$ cat src/rtl/tts_monitor.sv
// tts_monitor: receive side of the 4-bit TTS status link.
// Registers the raw code, debounces it with a stability filter, decodes the
// accepted code into a state class and keeps entry counters, sticky flags and
// a dwell timer for slow-control readout. All outputs are registered.
module tts_monitor #(
    parameter int STABLE_CYCLES = 4,   // 1..255
    parameter int CNT_WIDTH     = 16
) (
    input  logic                 clk,
    input  logic                 reset,          // async, active-low
    input  logic [3:0]           tts_in,
    input  logic                 clear_counts,
    output logic [3:0]           tts_state,
    output logic [2:0]           tts_decoded,
    output logic                 state_change,
    output logic                 not_ready,
    output logic [CNT_WIDTH-1:0] err_count,
    output logic [CNT_WIDTH-1:0] sync_count,
    output logic [CNT_WIDTH-1:0] ovf_count,
    output logic [CNT_WIDTH-1:0] invalid_count,
    output logic [31:0]          dwell_count,
    output logic [5:0]           sticky
);

    localparam logic [2:0] CLS_READY   = 3'd0;
    localparam logic [2:0] CLS_OVF     = 3'd1;
    localparam logic [2:0] CLS_SYNC    = 3'd2;
    localparam logic [2:0] CLS_ERROR   = 3'd3;
    localparam logic [2:0] CLS_DISCONN = 3'd4;
    localparam logic [2:0] CLS_INVALID = 3'd5;

    localparam logic [7:0]           STABLE_L = 8'(STABLE_CYCLES);
    localparam logic [CNT_WIDTH-1:0] CNT_ONE  = CNT_WIDTH'(1'b1);

    // Map a raw 4-bit TTS code onto its state class.
    function automatic logic [2:0] decode_tts(input logic [3:0] code);
        logic [2:0] cls;
        case (code)
            4'b1000: cls = CLS_READY;
            4'b0001: cls = CLS_OVF;
            4'b0010: cls = CLS_SYNC;
            4'b1100: cls = CLS_ERROR;
            4'b0000: cls = CLS_DISCONN;
            4'b1111: cls = CLS_DISCONN;
            default: cls = CLS_INVALID;
        endcase
        return cls;
    endfunction

    // Next value of an entry counter: an entry beats a same-edge clear,
    // and the count sticks at all-ones instead of wrapping.
    function automatic logic [CNT_WIDTH-1:0] next_count(
        input logic [CNT_WIDTH-1:0] cur,
        input logic                 hit,
        input logic                 clr
    );
        logic [CNT_WIDTH-1:0] nxt;
        if (hit) begin
            if (clr) begin
                nxt = CNT_ONE;
            end else if (&cur) begin
                nxt = cur;
            end else begin
                nxt = cur + CNT_ONE;
            end
        end else if (clr) begin
            nxt = '0;
        end else begin
            nxt = cur;
        end
        return nxt;
    endfunction

    logic [3:0]           r_tts_q;
    logic [3:0]           r_cand;
    logic [7:0]           r_cnt;
    logic [3:0]           r_tts_state;
    logic [2:0]           r_decoded;
    logic                 r_state_change;
    logic                 r_not_ready;
    logic [CNT_WIDTH-1:0] r_err;
    logic [CNT_WIDTH-1:0] r_sync;
    logic [CNT_WIDTH-1:0] r_ovf;
    logic [CNT_WIDTH-1:0] r_inv;
    logic [31:0]          r_dwell;
    logic [5:0]           r_sticky;

    logic [3:0]           w_next_cand;
    logic [7:0]           w_next_cnt;
    logic                 w_becomes;
    logic                 w_accept;
    logic [2:0]           w_new_cls;
    logic [5:0]           w_entry_mask;

    // Stability filter next state and acceptance decision.
    always_comb begin
        w_next_cand = r_cand;
        w_next_cnt  = r_cnt;
        w_becomes   = 1'b0;
        if (r_tts_q != r_cand) begin
            w_next_cand = r_tts_q;
            w_next_cnt  = 8'd1;
            w_becomes   = (STABLE_L == 8'd1);
        end else if (r_cnt != STABLE_L) begin
            w_next_cnt  = r_cnt + 8'd1;
            w_becomes   = ((r_cnt + 8'd1) == STABLE_L);
        end else begin
            w_next_cnt  = r_cnt;
        end
        w_accept  = w_becomes && (w_next_cand != r_tts_state);
        w_new_cls = decode_tts(w_next_cand);
        if (w_accept) begin
            w_entry_mask = 6'b000001 << w_new_cls;
        end else begin
            w_entry_mask = 6'b000000;
        end
    end

    // Input sample register and filter candidate/stability counter.
    always_ff @(posedge clk or negedge reset) begin
        if (!reset) begin
            r_tts_q <= 4'b0000;
            r_cand  <= 4'b0000;
            r_cnt   <= 8'd0;
        end else begin
            r_tts_q <= tts_in;
            r_cand  <= w_next_cand;
            r_cnt   <= w_next_cnt;
        end
    end

    // Accepted code, its decoded class, the change pulse and dwell timer.
    always_ff @(posedge clk or negedge reset) begin
        if (!reset) begin
            r_tts_state    <= 4'b0000;
            r_decoded      <= CLS_DISCONN;
            r_not_ready    <= 1'b1;
            r_state_change <= 1'b0;
            r_dwell        <= 32'd0;
        end else if (w_accept) begin
            r_tts_state    <= w_next_cand;
            r_decoded      <= w_new_cls;
            r_not_ready    <= (w_new_cls != CLS_READY);
            r_state_change <= 1'b1;
            r_dwell        <= 32'd0;
        end else begin
            r_state_change <= 1'b0;
            if (r_dwell != 32'hFFFF_FFFF) begin
                r_dwell <= r_dwell + 32'd1;
            end else begin
                r_dwell <= r_dwell;
            end
        end
    end

    // Entry counters and sticky flags; an entry overrides a same-edge clear.
    always_ff @(posedge clk or negedge reset) begin
        if (!reset) begin
            r_err    <= '0;
            r_sync   <= '0;
            r_ovf    <= '0;
            r_inv    <= '0;
            r_sticky <= 6'b000000;
        end else begin
            r_err    <= next_count(r_err,  w_entry_mask[CLS_ERROR],   clear_counts);
            r_sync   <= next_count(r_sync, w_entry_mask[CLS_SYNC],    clear_counts);
            r_ovf    <= next_count(r_ovf,  w_entry_mask[CLS_OVF],     clear_counts);
            r_inv    <= next_count(r_inv,  w_entry_mask[CLS_INVALID], clear_counts);
            if (clear_counts) begin
                r_sticky <= w_entry_mask;
            end else begin
                r_sticky <= r_sticky | w_entry_mask;
            end
        end
    end

    assign tts_state     = r_tts_state;
    assign tts_decoded   = r_decoded;
    assign state_change  = r_state_change;
    assign not_ready     = r_not_ready;
    assign err_count     = r_err;
    assign sync_count    = r_sync;
    assign ovf_count     = r_ovf;
    assign invalid_count = r_inv;
    assign dwell_count   = r_dwell;
    assign sticky        = r_sticky;

endmodule

$ cat config.mk
export PLATFORM = sky130hd
export DESIGN_NAME = tts_monitor
export DESIGN_NICKNAME = d
export VERILOG_FILES = /design/src/rtl/tts_monitor.sv
export SDC_FILE = /design/constraint.sdc
export NUM_CORES = 1
export LEC_CHECK = 0
export ABC_AREA = 1
export CELL_PAD_IN_SITES_DETAIL_PLACEMENT = 1
export CELL_PAD_IN_SITES_GLOBAL_PLACEMENT = 1
export CORE_MARGIN = 8
export CORE_UTILIZATION = 36
export CTS_CLUSTER_SIZE = 28
export DETAILED_ROUTE_END_ITERATION = 8
export PLACE_DENSITY_LB_ADDON = 0.25
export SLEW_MARGIN = 0
export SYNTH_ARGS = -nofsm -noshare
export SYNTH_HDL_FRONTEND = slang
export SYNTH_SLANG_ARGS = --single-unit
$ cat constraint.sdc
create_clock -name clk -period 1.92 [get_ports clk]
set_input_delay 0.288 -clock clk [delete_from_list [all_inputs] [get_ports clk]]
set_output_delay 0.288 -clock clk [all_outputs]
set_load 0.05 [all_outputs]
**Word-level counts from Yosys, hierarchy flattened**

Index checks and enable logic that the tools add are counted.

- Flip-flop bits (word level): 127
- Bits of input ports: 7
- Output and inout bits: 111

- Add/subtract/negate cells: 6
- Eq/ne operators: 14
- Shift operators: 1
- Mux-type cells: 24
- Bitwise gates (word level): 1
- Reductions and logical operators: 18

Operator list:

| operator | number |
|---|---|
| $mux W16 | 13 |
| $add A16 B1 Y16 const B | 4 |
| $mux W32 | 2 |
| $reduce_and A16 Y1 | 4 |
| $add A32 B1 Y32 const B | 1 |
| $ne A32 B32 Y1 const B | 1 |
| $mux W8 | 2 |
| $pmux W3 S5 | 1 |
| $eq A4 B4 Y1 const B | 3 |
| $mux W6 | 2 |
| $reduce_bool A2 Y1 | 6 |
| $add A8 B1 Y8 const B | 1 |
| $eq A8 B3 Y1 const B | 1 |
| $ne A2 B2 Y1 const B | 4 |
| $ne A4 B4 Y1 | 2 |
| $ne A8 B3 Y1 const B | 1 |
| $reduce_and A2 Y1 | 4 |
| $or A6 B6 Y6 | 1 |
| $shl A1 B3 Y6 const A | 1 |
| $eq A4 B1 Y1 const B | 1 |
| $eq A4 B2 Y1 const B | 1 |
| $logic_not A4 Y1 | 1 |
| $mux W4 | 1 |
| $mux W1 | 3 |
| 3 further kinds | 3 |

**Depth between registers and ports, before layout**

- Word-level depth: 9
- Mapped depth: 16

**Worst setup path after synthesis**

OpenSTA, ideal clock, no wires.

- Path type: register -> register
- Start: reg r_sync[0] (netlist: sync_count[0])
- End: reg r_sync[7] (netlist: sync_count[7])
- Arrival time: 2.236 ns
- Data required time: 1.802 ns
- Slack: -0.434 ns
- Stages on the path, launching flop included: 12
- Buffers on the path: 1
- Clock period less this slack: 2.354 ns
- Cell sequence: dfrtp_1 > ha_1 > nand2_1 > nor3_2 > nand3_1 > nor3_1 > nand3b_1 > nand2_2 > nand2_4 > buf_6 > nand3_1 > nand2_1

- Cells in the longest elaborated chain, start to end: 4
- Elaborated cells between the ends (all ways): 7
- Those cells by class: 1 x add/sub; 1 x eq/ne; 3 x mux; 2 x reduce/logical

RTL lines:

| what | RTL line | source |
|---|---|---|
| from (decl) | 82 | `logic [CNT_WIDTH-1:0] r_sync;` |
| from (signal assigned) | 166 | `r_sync <= next_count(r_sync, w_entry_mask[CLS_SYNC], clear_counts);` |
| $add A16 B1 Y16 | 64 | `nxt = cur + CNT_ONE;` |
| $mux W16 | 61 | `end else if (&cur) begin` |
| $mux W16 | 59 | `if (clr) begin` |
| $mux W16 | 58 | `if (hit) begin` |

Parallel ways exist; a longest one is shown, timed or not. The select of a mux whose other input is x is not followed.
A chain may end at the register's enable or synchronous reset.

**Worst setup path in the final report**

- Start: reg r_cnt[1]
- End: reg r_ovf[15] (netlist: ovf_count[15])

- Cells in the longest elaborated chain, start to end: 8
- Elaborated cells between the ends (all ways): 10
- Those cells by class: 1 x add/sub; 2 x eq/ne; 4 x mux; 3 x reduce/logical

RTL lines:

| what | RTL line | source |
|---|---|---|
| from (decl) | 76 | `logic [7:0] r_cnt;` |
| from (signal assigned) | 128 | `r_cnt <= w_next_cnt;` |
| $add A8 B1 Y8 | 106 | `w_becomes = ((r_cnt + 8'd1) == STABLE_L);` |
| $eq A8 B3 Y1 | 106 |  |
| $mux W1 * | 104 | `end else if (r_cnt != STABLE_L) begin` |
| $mux W1 * | 100 | `if (r_tts_q != r_cand) begin` |
| $logic_and A1 B1 Y1 * | 110 | `w_accept = w_becomes && (w_next_cand != r_tts_state);` |
| $mux W6 * | 112 | `if (w_accept) begin` |
| $reduce_bool A2 Y1 (no source line) | -- |  |
| $reduce_and A2 Y1 (no source line) | -- |  |
| to (signal assigned) | 167 | `r_ovf <= next_count(r_ovf, w_entry_mask[CLS_OVF], clear_counts);` |
| to (decl) | 83 | `logic [CNT_WIDTH-1:0] r_ovf;` |

Every way passes the cells marked *; elsewhere a longest branch is shown, timed or not.

==> impl_results.md <==
* Fill cell count at about 2,600
* Worst Setup End Kind: flop
* CTS root buf: clkbuf_16
* Failing checks: setup timing
* Number of buffers added on ports at 117
* Dpl cells at between 1,500 and 2,000
* Reg-to-reg slack, setup at -0.19 ns
* CP endpoint: ovf_count[15]
* Antenna violations before repair at 0
* End-of-flow core utilization at between 50% and 60%
* Syn. warnings at 0
* Total GRT Usage at 22.9%
* R2r endpoint: ovf_count[15]
* Clock-pin slew on the worst setup and hold paths at 0.06 ns
* Clk buf depth at 2
* Area Growth Syn to Fin at 50.6%
* Main area contributors after synthesis: dfrtp_1 (41%), nand2_1 (15%), nand3_1 (7.1%), nor2_1 (7.0%), inv_1 (5.3%)
* Status: complete, but fails checks
* Final Skew at 0.00993 ns
* FMAX at 473 MHz
* CTS tree: yes
* Vias in the first global route at roughly 9,200
* R2R Path Start: r_cnt[1]
* Slew @ Worst Pin at approximately 0.52 ns
* Sequential-to-total area share from yosys stat at 41.6%
* Clock buffer count from CTS at 17
* Pleak at between 5 and 6 nW
* Max cap viols at 0
* # setup viols final at 96
* Period utilisation layout at 110%
* Via density at between 5 and 6
* Fin cells at around 1,600
* Post-Syn Nets at approximately 1,100
* Slew HR at approximately 66%
* Die height at 162 um
* R2R cell count at 13
* RePlAce Congestion at 0.843
* Crit path kind: flop to flop
* Hold Path Stages at 1
* Logic pwr share at between 10% and 20%
* Crit path DAT at between 2 and 2.5 ns
* Final ANT Viol Nets at 0
* Largest net degree at the start of global routing at 48
* Yosys reg bits at about 130
* CP Launch Type: flop
* Avg Inst Size Synth at 7.17 um2
* Hold Vio Cnt, Final at 0
* RSZ-0062 raised after global routing: yes
* Total grt overflow at 0
* Iteration-0 DRC Markers at around 390
* Mapped Cells at between 1,000 and 1,500
* Sequential power share at approximately two fifths
* Worst min path class: input pin to flop
* Initial Utilization at between 30% and 40%
* Synth unique cells at around 40
* Crit. Startpoint: r_cnt[1]
* WHS at around 0.3 ns
* Int Power at between 5 and 6 mW
* Synth top area share at roughly 40%
* CP required at around 2.3 ns
* Post-DP HPWL at around 21,000 um
* CORE AREA at ~21,000 um2
* Pwr/cell area at 615 nW/um2
* Clock power frac at between 40% and 50%
* Boundary pin count at between 100 and 150
* CTS H-tree depth at 4
* CTS sink cnt at between 100 and 150
* Layout cell share with drive strength beyond 1 at between 30% and 40%
* Worst-path fanout max at 5
* Sw Share at between 20 and 30%
* Maximum VDD drop at 0.558 mV
* Synth area leader: dfrtp_1
* Final WS setup at -0.193 ns
* First-pass iteration count of the detailed router at 4
* Net Sw Power at just over 2 mW
* Via total after detailed routing at 8,570
* Final Max Slew Viols at 0
* Row count at 53
* WL/cell at 19.1 um
* DIE AREA at between 20,000 and 30,000 um2
* Final Critical Period at about 2.1 ns
* Synthesized area at ~7600 um2
* DRC errors left at 0
* Die Width at between 150 and 200 um
* # diodes at 0
* Final WL at between 30,000 and 40,000 um
* Nets at roughly 1,300
* Worst skew pair latency at ~0.43 ns
* First-pass GRT wire length at slightly below 50,000 um
## flip-flops by register name, summed over array words and instances (netlist names)
name,cells
sync_count,16
tts_state,4
invalid_count,16
err_count,16
r_tts_q,4
dwell_count,32
tts_decoded,3
state_change,1
sticky,6
not_ready,1
ovf_count,16
r_cand,4
r_cnt,8
## layer usage
metal  GRT usage (%)  wire [um]  up-vias
met4            8.71        868        0
met3            4.10       1290       68
met1            26.8      12700     4307
met5               0          0        -
li1                -          -     3994
met2            41.1      15800      201
## synth_stat cells (all sizes together)
cell type,n
and3,4
o21ai,49
and2,1
a211oi,3
clkinv,1
nand3b,6
nand2,306
o211ai,3
o31ai,2
nand3,111
clkbuf,11
nor4,6
nor3b,6
nand4,35
dfrtp,125
xor2,21
nor2,156
o211a,1
buf,16
nor3,29
a31oi,8
dfstp,2
xnor2,4
o21bai,1
o22ai,8
inv,115
a21oi,24
or2,4
ha,8
## power groups by stage
stage	logic (mW)	registers, mW	clock network, mW
floorplan	0.326	3.16	0
global placement	1.02	2.91	0
detailed placement	1.04	2.91	0
CTS	1.07	2.87	3.12
global route	1.21	2.88	3.24
finish	1.12	2.87	3.09
## critical path: stages, from the launching register on
cell	delay (ns)
dfrtp_2	0.43
ha_4	0.20
nand2_8	0.08
clkinv_4	0.09
nand3_1	0.14
nand2_2	0.16
buf_4	0.14
nand2_2	0.06
nor2_4	0.18
buf_12	0.14
nand3_4	0.12
nand2_4	0.15
nand3_2	0.08
nand2_1	0.07
## cell usage in the layout, fill, tap and decap left out, types with 5 or more instances in the layout
master           netlist  final
nor2_4                 7     23
clkdlybuf4s50_1        0     12
ha_4                   0      6
dlymetal6s2s_1         0      6
a31oi_1                8      8
nand3_2                0     37
dfrtp_2                0     38
o21ai_0               42     32
nand3b_1               6      6
clkbuf_16              0     18
nand3_4                2      7
a21oi_1               24     24
dlygate4sd2_1          0     51
dfrtp_1              125     87
buf_12                 0      9
inv_1                107     98
clkinv_2               0      5
nor3b_1                6      6
o21ai_2                0      7
nand2_4                1     14
buf_4                  0    160
nand2_1              298    266
nand3_1              109     68
buf_6                  4     17
nor2_1               143    122
inv_2                  8     12
nand4_1               33     33
xor2_1                21     21
nand2_2                7     25
nor4_1                 6      6
nor3_1                25     23
o21ai_1                7     10
nor2_2                 6     11
## metrics by stage
stage          setup WS (ns)  total power [mW]  instance area [um2]  TNS (ns)
3_5_place_dp          -0.201              3.96                10100    -10.27
5_1_grt               -0.300              7.34                11500    -19.47
2_1_floorplan        -0.0875              3.49                 7870    -0.902
6_report              -0.193              7.08                11500     -9.84
3_3_place_gp          -0.115              3.93                10100     -3.34
4_1_cts               -0.138              7.06                11100     -4.17
## worst min-delay path by stage
stage,from,endpoint
final,tts_in[3],r_tts_q[3]
after global routing,tts_in[3],r_tts_q[3]
after CTS,tts_in[3],r_tts_q[3]
after detailed placement,reset,invalid_count[11]
after global placement,reset,tts_decoded[0]
after floorplan,reset,dwell_count[0]
## logic make-up (layout without fill, tap and decap cells)
kind of cell / after synthesis / count (layout) / share of synthesized area [%]
fa+ha+maj: 8 / 8 / 1.31
buf+inv: 143 / 408 / 7.57
xor+xnor: 25 / 25 / 2.87
flops: 127 / 127 / 41.6
simple gates: 664 / 666 / 39.5
compound gates: 99 / 99 / 7.11
## cell type report
type / count / area (um2) / share of cell area [%]
Multi-Input combinational cell: 798 / 4600 / 40.0
Tap cell: 275 / 344 / 2.99
Timing Repair Buffer: 261 / 2320 / 20.2
Clock inverter: 7 / 62.6 / 0.544
Inverter: 116 / 464 / 4.03
Timing Repair inverter: 1 / 6.26 / 0.0544
Sequential cell: 127 / 3230 / 28.1
Clock buffer: 23 / 478 / 4.15
## repair_timing
item	CTS	global route
cloned	3	2
pin swaps	28	28
hold buffers	1	0
resized for setup	148	86
setup buffers	11	9
endpoints found under the hold margin	31	0
endpoints found under the setup margin	153	117
(Power assumes the default switching activity.)
